$ cat config.mk
export PLATFORM = sky130hd
export DESIGN_NAME = mem_access_unit
export DESIGN_NICKNAME = d
export VERILOG_FILES = /design/src/rtl/mem_access_unit_pkg.sv /design/src/rtl/mem_access_unit_load_extend.sv /design/src/rtl/mem_access_unit.sv
export SDC_FILE = /design/constraint.sdc
export NUM_CORES = 1
export LEC_CHECK = 0
export ABC_AREA = 1
export CAP_MARGIN = 20
export CORE_ASPECT_RATIO = 0.5
export CORE_MARGIN = 1
export CORE_UTILIZATION = 58
export CTS_BUF_LIST = sky130_fd_sc_hd__clkbuf_16
export CTS_CLUSTER_SIZE = 25
export DETAILED_ROUTE_END_ITERATION = 10
export DONT_BUFFER_PORTS = 1
export PLACE_DENSITY = 0.84
export SYNTH_ARGS = -nofsm -noshare
export SYNTH_HDL_FRONTEND = slang
export SYNTH_SLANG_ARGS = --single-unit
export TNS_END_PERCENT = 50
$ cat constraint.sdc
create_clock -name clock -period 1.6 [get_ports clock]
set_input_delay 0.32 -clock clock [delete_from_list [all_inputs] [get_ports clock]]
set_output_delay 0.32 -clock clock [all_outputs]
set_load 0.02 [all_outputs]
$ cat src/rtl/mem_access_unit_pkg.sv
`default_nettype none
// +----------------------------------------------------------------------+
// | Module : mem_access_unit_pkg                                         |
// | Purpose: Shared encodings for the memory access unit: FSM states,    |
// |          funct3 access-size codes, access sizes and the address      |
// |          origin select values also used by the control FSM.          |
// | Rev    : 1.0  initial release                                        |
// +----------------------------------------------------------------------+
package mem_access_unit_pkg;

   typedef enum logic [1:0] {
      ST_IDLE = 2'b00,
      ST_REQ  = 2'b01,
      ST_DONE = 2'b10
   } state_t;

   // funct3 access encodings (loads use all five, stores the first three)
   localparam logic [2:0] F3_B  = 3'b000;
   localparam logic [2:0] F3_H  = 3'b001;
   localparam logic [2:0] F3_W  = 3'b010;
   localparam logic [2:0] F3_BU = 3'b100;
   localparam logic [2:0] F3_HU = 3'b101;

   // funct3[1:0] gives the access size for every legal code
   localparam logic [1:0] SIZE_B = 2'b00;
   localparam logic [1:0] SIZE_H = 2'b01;
   localparam logic [1:0] SIZE_W = 2'b10;

   // address_origin values
   localparam logic ADDRESS_PC      = 1'b0;
   localparam logic ADDRESS_ALU_REG = 1'b1;

endpackage
`default_nettype wire

$ cat src/rtl/mem_access_unit_load_extend.sv
`default_nettype none
// +----------------------------------------------------------------------+
// | Module : mem_access_unit_load_extend                                 |
// | Purpose: Combinational load lane select and sign/zero extension.     |
// | Ports  : rdata   - raw bus word                                      |
// |          addr_lo - byte offset of the access within the word         |
// |          funct3  - access size/sign code (LB/LH/LW/LBU/LHU)          |
// |          data    - extended result                                   |
// | Rev    : 1.0  initial release                                        |
// +----------------------------------------------------------------------+
module mem_access_unit_load_extend
   import mem_access_unit_pkg::*;
#(
   parameter int XLEN = 32
) (
   input  logic [XLEN-1:0] rdata,
   input  logic [1:0]      addr_lo,
   input  logic [2:0]      funct3,
   output logic [XLEN-1:0] data
);

   logic [7:0]  w_byte;
   logic [15:0] w_half;

   // Half-word lanes are selected by addr_lo[1] only; alignment is
   // already guaranteed upstream.
   assign w_byte = rdata[{addr_lo, 3'b000} +: 8];
   assign w_half = rdata[{addr_lo[1], 4'b0000} +: 16];

   always_comb begin
      data = rdata;
      case (funct3)
         F3_B:    data = {{(XLEN-8){w_byte[7]}}, w_byte};
         F3_BU:   data = {{(XLEN-8){1'b0}}, w_byte};
         F3_H:    data = {{(XLEN-16){w_half[15]}}, w_half};
         F3_HU:   data = {{(XLEN-16){1'b0}}, w_half};
         default: data = rdata;
      endcase
   end

endmodule
`default_nettype wire

$ cat src/rtl/mem_access_unit.sv
`default_nettype none
// +----------------------------------------------------------------------+
// | Module : mem_access_unit                                             |
// | Purpose: Converts level ReadMemory/WriteMemory commands from the     |
// |          multicycle control FSM into a registered req/ack bus        |
// |          transaction, holds the MDR and flags faults/timeouts.       |
// | Ports  : clock, reset_n (async active-low)                           |
// |          read_memory, write_memory, address_origin, pc,              |
// |          alu_result_reg, store_data, funct3 - command side           |
// |          busy, done, fault, mdr            - status/result           |
// |          bus_req/we/addr/be/wdata, bus_rdata, bus_ack - memory bus   |
// | Rev    : 1.0  initial release                                        |
// +----------------------------------------------------------------------+
module mem_access_unit
   import mem_access_unit_pkg::*;
#(
   parameter int XLEN           = 32,
   parameter int TIMEOUT_CYCLES = 255,
   parameter int TIMEOUT_W      = 8
) (
   input  logic            clock,
   input  logic            reset_n,
   input  logic            read_memory,
   input  logic            write_memory,
   input  logic            address_origin,
   input  logic [XLEN-1:0] pc,
   input  logic [XLEN-1:0] alu_result_reg,
   input  logic [XLEN-1:0] store_data,
   input  logic [2:0]      funct3,
   output logic            busy,
   output logic            done,
   output logic            fault,
   output logic [XLEN-1:0] mdr,
   output logic            bus_req,
   output logic            bus_we,
   output logic [XLEN-1:0] bus_addr,
   output logic [3:0]      bus_be,
   output logic [XLEN-1:0] bus_wdata,
   input  logic [XLEN-1:0] bus_rdata,
   input  logic            bus_ack
);

   localparam logic [TIMEOUT_W-1:0] c_limit = TIMEOUT_W'(TIMEOUT_CYCLES);

   state_t                r_state, w_state_next;
   logic [TIMEOUT_W-1:0]  r_cnt, w_cnt_next;
   logic                  r_fault, w_fault_next;
   logic                  r_we;
   logic [XLEN-1:0]       r_addr, r_wdata, r_mdr;
   logic [3:0]            r_be;
   logic [1:0]            r_lo;
   logic [2:0]            r_f3;

   logic [XLEN-1:0]       w_addr, w_wdata, w_load_data;
   logic [2:0]            w_f3;
   logic [1:0]            w_size;
   logic [3:0]            w_be;
   logic                  w_legal_f3, w_misaligned, w_start, w_mdr_load;

   // ---------------- command decode (only meaningful in IDLE) ----------
   assign w_addr = (address_origin == ADDRESS_ALU_REG) ? alu_result_reg : pc;
   // Instruction fetches are always full words regardless of funct3.
   assign w_f3   = (address_origin == ADDRESS_ALU_REG) ? funct3 : F3_W;
   assign w_size = w_f3[1:0];

   always_comb begin
      w_legal_f3 = (w_f3 == F3_B) || (w_f3 == F3_H) || (w_f3 == F3_W);
      if (!write_memory)
         w_legal_f3 = w_legal_f3 || (w_f3 == F3_BU) || (w_f3 == F3_HU);
   end

   assign w_misaligned = ((w_size == SIZE_H) && w_addr[0]) ||
                         ((w_size == SIZE_W) && (w_addr[1:0] != 2'b00));

   always_comb begin
      w_be    = 4'b1111;
      w_wdata = store_data;
      case (w_size)
         SIZE_B: begin
            w_be    = 4'b0001 << w_addr[1:0];
            w_wdata = {(XLEN/8){store_data[7:0]}};
         end
         SIZE_H: begin
            w_be    = 4'b0011 << w_addr[1:0];
            w_wdata = {(XLEN/16){store_data[15:0]}};
         end
         default: begin
            w_be    = 4'b1111;
            w_wdata = store_data;
         end
      endcase
   end

   mem_access_unit_load_extend #(
      .XLEN    (XLEN)
   ) u_load_extend (
      .rdata   (bus_rdata),
      .addr_lo (r_lo),
      .funct3  (r_f3),
      .data    (w_load_data)
   );

   // ---------------- next-state logic ----------------------------------
   always_comb begin
      w_state_next = r_state;
      w_cnt_next   = r_cnt;
      w_fault_next = 1'b0;
      w_start      = 1'b0;
      w_mdr_load   = 1'b0;
      case (r_state)
         ST_IDLE: begin
            if (read_memory && write_memory) begin
               w_fault_next = 1'b1;
            end else if (read_memory || write_memory) begin
               if (!w_legal_f3 || w_misaligned) begin
                  w_fault_next = 1'b1;
               end else begin
                  w_start      = 1'b1;
                  w_cnt_next   = '0;
                  w_state_next = ST_REQ;
               end
            end
         end
         ST_REQ: begin
            // An ack arriving on the final allowed cycle beats the timeout.
            if (bus_ack) begin
               w_mdr_load   = !r_we;
               w_state_next = ST_DONE;
            end else if ((r_cnt + 1'b1) == c_limit) begin
               w_fault_next = 1'b1;
               w_state_next = ST_IDLE;
            end else begin
               w_cnt_next = r_cnt + 1'b1;
            end
         end
         ST_DONE: w_state_next = ST_IDLE;
         default: w_state_next = ST_IDLE;
      endcase
   end

   // ---------------- registers ----------------------------------------
   always_ff @(posedge clock or negedge reset_n) begin
      if (!reset_n) begin
         r_state <= ST_IDLE;
         r_cnt   <= '0;
         r_fault <= 1'b0;
         r_we    <= 1'b0;
         r_addr  <= '0;
         r_be    <= '0;
         r_wdata <= '0;
         r_lo    <= '0;
         r_f3    <= '0;
         r_mdr   <= '0;
      end else begin
         r_state <= w_state_next;
         r_cnt   <= w_cnt_next;
         r_fault <= w_fault_next;
         if (w_start) begin
            r_we    <= write_memory;
            r_addr  <= {w_addr[XLEN-1:2], 2'b00};
            r_be    <= w_be;
            r_wdata <= w_wdata;
            r_lo    <= w_addr[1:0];
            r_f3    <= w_f3;
         end
         if (w_mdr_load)
            r_mdr <= w_load_data;
      end
   end

   assign busy      = (r_state == ST_REQ);
   assign bus_req   = (r_state == ST_REQ);
   assign done      = (r_state == ST_DONE);
   assign fault     = r_fault;
   assign mdr       = r_mdr;
   assign bus_we    = r_we;
   assign bus_addr  = r_addr;
   assign bus_be    = r_be;
   assign bus_wdata = r_wdata;

endmodule
`default_nettype wire

# After elaboration in Yosys (flattened, before gate mapping)
# Index checks and enable logic that the tools add are counted.
# W data, S select, Z words.
[word_totals]
word_cells = 83
inputBits = 137
register_bits = 115
output_inout_bits = 105
[op_classes]
n_reduce_logical = 20
n_addsub = 1
eq_ne = 18
shifts = 4
mux = 30
[op_table]
columns = ["operator", "count"]
rows = [
  ["$pmux W32 S4", 1],
  ["$pmux W32 S2", 1],
  ["$mux W8", 5],
  ["$mux W32", 1],
  ["$shiftx A32 B6 Y16", 1],
  ["$shiftx A32 B6 Y8", 1],
  ["$pmux W8 S2", 1],
  ["$eq A3 B3 Y1 const B", 4],
  ["$mux W1", 12],
  ["$mux W2", 5],
  ["$ne A2 B2 Y1 const B", 5],
  ["$add A8 B1 Y8 const B", 1],
  ["$eq A8 B8 Y1 const B", 1],
  ["$pmux W4 S2", 1],
  ["$logic_or A1 B1 Y1", 7],
  ["$eq A3 B1 Y1 const B", 2],
  ["$logic_not A3 Y1", 2],
  ["$reduce_and A6 Y1", 1],
  ["$eq A2 B1 Y1 const B", 2],
  ["$eq A2 B2 Y1 const B", 2],
  ["$logic_not A2 Y1", 2],
  ["$pmux W2 S2", 1],
  ["$reduce_and A4 Y1", 1],
  ["$reduce_bool A2 Y1", 2],
  ["8 further kinds", 11],
]

# Depth between registers and ports, before layout
[logic_depth]
word_depth = 13
depth_mapped = 12
depth_no_buf = 11

# By module
# A second synthesis with hierarchy kept.
[hier_totals]
cells_unflattened = 745
hier_area_um2 = 6074.6
[by_module_without_submodules]
columns = ["mod", "seq_area_each_um2", "instances", "area_each_um2", "cells_per_inst"]
rows = [
  ["mem_access_unit", 2877.8, 1, 5270.1, 572],
  ["mem_access_unit_load_extend", 0.0, 1, 804.5, 173],
]

# Worst setup path before layout
# No wires, ideal clock.
[synth_path]
path_kind = "input port to flip-flop"
startpoint = "input port address_origin"
endpoint = "register r_addr[16], in the netlist bus_addr[16]"
t_required_ps = 1481
setup_ps = 119
n_path_buf = 3
t_arrival_ps = 1530
slack_ps = -49
cell_stages = 11
cell_sequence = "buf_4 or2_4 nand2_4 nand2_1 nand2_2 nand3_4 inv_2 buf_6 buf_8 nand3_2 o21a_1"
[synth_between]
elab_chain_cells = 13
elab_cells_between_ends = 24
cone_classes = "eq/ne: 6; mux: 7; reduce/logical: 11"
[synth_lines]
columns = ["item", "line_no", "source"]
rows = [
  ["start: declaration", "mem_access_unit.sv:25", "input logic address_origin,"],
  ["$mux W3", "mem_access_unit.sv:63", "assign w_f3 = (address_origin == ADDRESS_ALU_REG) ? funct3 : F3_W;"],
  ["$eq A3 B1 Y1 or $logic_not A3 Y1 (tied branches)", "mem_access_unit.sv:67", "w_legal_f3 = (w_f3 == F3_B) || (w_f3 == F3_H) || (w_f3 == F3_W);"],
  ["$logic_or A1 B1 Y1 (2 in a row)", "mem_access_unit.sv:67", ""],
  ["$logic_or A1 B1 Y1 (2 in a row)", "mem_access_unit.sv:69", "w_legal_f3 = w_legal_f3 || (w_f3 == F3_BU) || (w_f3 == F3_HU);"],
  ["$mux W1", "mem_access_unit.sv:68", "if (!write_memory)"],
  ["$logic_not A1 Y1", "mem_access_unit.sv:115", "if (!w_legal_f3 || w_misaligned) begin"],
  ["$logic_or A1 B1 Y1", "mem_access_unit.sv:115", ""],
  ["$mux W1", "mem_access_unit.sv:115", ""],
  ["$mux W1", "mem_access_unit.sv:114", "end else if (read_memory || write_memory) begin"],
  ["$mux W1", "mem_access_unit.sv:112", "if (read_memory && write_memory) begin"],
  ["$mux W1", "mem_access_unit.sv:110", "case (r_state)"],
  ["end signal: assignment", "mem_access_unit.sv:160", "r_addr <= {w_addr[XLEN-1:2], 2'b00};"],
  ["end: declaration", "mem_access_unit.sv:49", "logic [XLEN-1:0] r_addr, r_wdata, r_mdr;"],
]
# Several ways; a longest one is shown, not always the timed one.
# A chain may end at the register's enable or synchronous reset.

# Worst setup path after layout
[layout_path]
startpoint = "register r_cnt[1]"
endpoint = "register r_cnt[1]"
[layout_between]
elab_chain_cells = 4
elab_cells_between_ends = 7
cone_classes = "add/sub: 1; eq/ne: 2; mux: 3; reduce/logical: 1"
[layout_lines]
columns = ["item", "line_no", "source"]
rows = [
  ["start: declaration", "mem_access_unit.sv:46", "logic [TIMEOUT_W-1:0] r_cnt, w_cnt_next;"],
  ["start signal: assignment", "mem_access_unit.sv:156", "r_cnt <= w_cnt_next;"],
  ["$add A8 B1 Y8 *", "mem_access_unit.sv:129, mem_access_unit.sv:133", ""],
  ["$eq A8 B8 Y1 or $mux W8 (tied branches)", "mem_access_unit.sv:129", "end else if ((r_cnt + 1'b1) == c_limit) begin"],
  ["$ne A2 B2 Y1 (no source line) or $mux W8 (tied branches)", "n/a", ""],
  ["$reduce_and A6 Y1 (no source line) or $pmux W8 S2 (tied branches)", "n/a", ""],
]
# Every way passes the cells marked *; elsewhere a longest branch is shown, timed or not. The select of a mux whose other input is x is not followed.

==> flow_summary.toml <==
[outcome]
status = "finished with violations"
failed_checks = "hold timing, setup timing"

[finish]
insertedDiodeCount = 0
final_nets = 919
layout-drive-gt1-share = 0.155
stdcell_count = 928
area_growth_pct = 17.0

[synthesis]
ys.warnings.count = 0
seq_area_frac_synth = 0.476
ys.flop_type = "dfrtp_1"
ys_ff_latch = 115
synthTopCellsByArea = "dfrtp_1 48%, nand2_1 13%, o21ai_0 6.0%"
synth_top_area_cell = "dfrtp_1"
async_flop_share = 1.00
syn_area_mm2 = 0.00605
avgSynthCellArea_um2 = 7.91
synth_edf_count = 0
ys_types = 38
syn_inst = 764
synth_top_area_frac = 0.476

[floorplan]
die-area_mm2 = 0.0109
die_h_um = 74.2
io-pin-count = 242
rows = 25
start_util = 0.618
die_w_um = 146
core_mm2 = 0.00979

[clock_tree]
cts_max_path_buffers = 2
cts_tree = "done"
cts_buffers = 17
htreeDepth = 4
cts.clk_slew.worst_paths_ns = 0.05
clkLatencyLatePin_ns = 0.41
cts_sinks = 115
cts-root-buf = "clkbuf_16"

[placed_design]
globalplace.congestion = 0.982
dpl.hpwl_um = 11600
place_inst = 892
io_buffers = 0

[sta]
hold_ws_ns = -0.399
setup_viol = 5
finalSetupTns_ns = -0.0474
max_freq_mhz = 618
fin_ws_ns = -0.0171
fin_crit_sh = 1.01
worst_pin_slew_ns = 0.572
drv_slew = 0
max_slew_margin = 0.618
fin_crit_ns = 1.62
hold_violations = 115
fin_skew_ns = 0.00908
rsz0062_at_grt = "true"

[critical_path]
cp-start-kind = "flip-flop"
cp-end-kind = "flip-flop"
reg2reg_to = "r_cnt[1]"
regToRegStartpoint = "r_cnt[1]"
crit_required_ns = 1.89
r2r_slack_ns = -0.02
crit_fanout = 4
cp-startpoint = "r_cnt[1]"
path_class = "flip-flop to flip-flop"
crit_arrival_ns = 1.91
ff2ff_path_depth = 11

[drt]
vias = 5515
wl_per_cell_um = 18.5
first_pass_iters = 5
final_antenna_net_count = 0
via_per_inst = 5.94
route.detailed.drc = 0
wirelength_um = 17200
drtIter0Drc = 396

[grt]
grt_pass1_vias = 5243
antenna_found_initial = 0
grt_max_degree = 116
grt_overflow = 0
grt_usage = 0.310
grt_pass1_wl_um = 25800

[power_and_ir_drop]
p_sw_uw = 5430
intPower_uw = 7970
pwr-share-comb = 0.225
leakage_uw = 0.00338
ir_drop_mv = 1.03
seqPwrFrac = 0.486
power_frac_clock = 0.290
swShare = 0.405
p_per_area_mw_per_mm2 = 1890

[worst_hold_path]
hp-class = "primary input to asynchronous set/reset pin"

[run]
drv_cap = 0
-- critical path: stages, from the launching register on --
cell,delay [ns]
dfrtp_1,0.40
buf_4,0.15
nand2_2,0.09
nor2_2,0.15
nand3_1,0.11
nand2_1,0.14
nor2_2,0.05
nand3_2,0.09
nand2_2,0.06
buf_4,0.16
nand3_1,0.06
nand2_1,0.05
-- timing repair --
action,CTS,global route
setup endpoints to repair,1,64
pin swaps,0,9
endpoints found under the hold margin,115,115
cloned,0,3
gates resized for setup,1,30
buffers inserted,0,1
-- cell type report --
cell class	instances	area [µm²]
Inverter	82	315
Clock inverter	15	174
Timing Repair Buffer	43	420
Multi-Input combinational cell	521	2690
Tap cell	135	169
Sequential cell	115	2880
Fill cell	725	2720
Clock buffer	17	425
-- sequential cells by signal (all words and copies together) (netlist names), 2 cells and up --
register and cells:
bus_wdata 32, mdr 32, bus_addr 30, r_cnt 8, bus_be 4, r_f3 3, r_lo 2, r_state 2
-- layout by cell type, fill, tap and decap left out, types with 4 or more instances in the layout --
master / netlist / layout
o21ai_0: 73 / 69
nand3_2: 20 / 21
nand2_1: 202 / 196
inv_1: 78 / 80
bufinv_16: 0 / 4
nor2_1: 49 / 40
a21oi_1: 39 / 39
nand2_2: 3 / 7
a31oi_1: 4 / 4
o211ai_1: 7 / 7
nor2_2: 2 / 8
clkinv_2: 0 / 4
o21bai_1: 7 / 7
dfrtp_1: 115 / 114
nand3_1: 52 / 50
nand4_1: 8 / 8
o21a_1: 31 / 31
clkbuf_16: 0 / 20
o21ai_1: 4 / 8
buf_4: 8 / 35
-- synthesized netlist by cell type, types with 6 or more instances --
cell type / number
a21oi_1: 39
o21ai_0: 73
buf_4: 8
nor2_1: 49
buf_2: 6
o21bai_1: 7
dfrtp_1: 115
inv_1: 78
nand2_1: 202
o21a_1: 31
nand3_1: 52
nand3_2: 20
nand4_1: 8
o211ai_1: 7
clkbuf_1: 27
-- how the worst max path moves through the flow --
stage | depth (start not counted) | slack (ns) | end
after global routing | 12 | -0.13 | r_cnt[0]
after global placement | 9 | 0.03 | bus_wdata[24]
after CTS | 11 | 0.007 | r_cnt[1]
after detailed placement | 9 | -0.03 | bus_wdata[24]
final | 11 | -0.02 | r_cnt[1]
after floorplan | 11 | -0.004 | r_cnt[0]
-- per-stage QoR --
step	util	total power [µW]	area (µm²)	worst slack [ns]
6_report	0.723	13400	7080	-0.0171
3_5_place_dp	0.643	9290	6300	-0.0275
2_1_floorplan	-	8290	6070	-0.00376
3_3_place_gp	0.643	9120	6300	0.0347
5_1_grt	0.723	14000	7080	-0.131
4_1_cts	0.705	13200	6900	0.00697
-- layer usage --
metal	wire, µm	up-vias	track usage	part of all wire
met1	6380	2634	0.353	0.37
met4	467	0	0.144	0.027
li1	-	2521	-	-
met5	0	-	0	0
met2	8540	317	0.549	0.50
met3	1790	43	0.101	0.10
-- logic make-up after synthesis --
group,count (synthesis),synth area share
multiplexers,1,0.00166
AND/OR/NAND/NOR,342,0.255
buffers and inverters,129,0.0946
XOR/XNOR,1,0.00145
flip-flops,115,0.476
adder cells (fa/ha/maj),2,0.00414
AO/OA/AOI/OAI,173,0.167
other,1,0.000620
-- power groups by stage --
stage / clock [µW] / sequential (µW) / combinational, µW
CTS: 3910 / 6500 / 2780
finish: 3880 / 6510 / 3010
detailed placement: 0 / 6530 / 2760
global placement: 0 / 6480 / 2640
global route: 4030 / 6640 / 3360
floorplan: 0 / 6180 / 2110
Power figures use the tool's default switching activity.
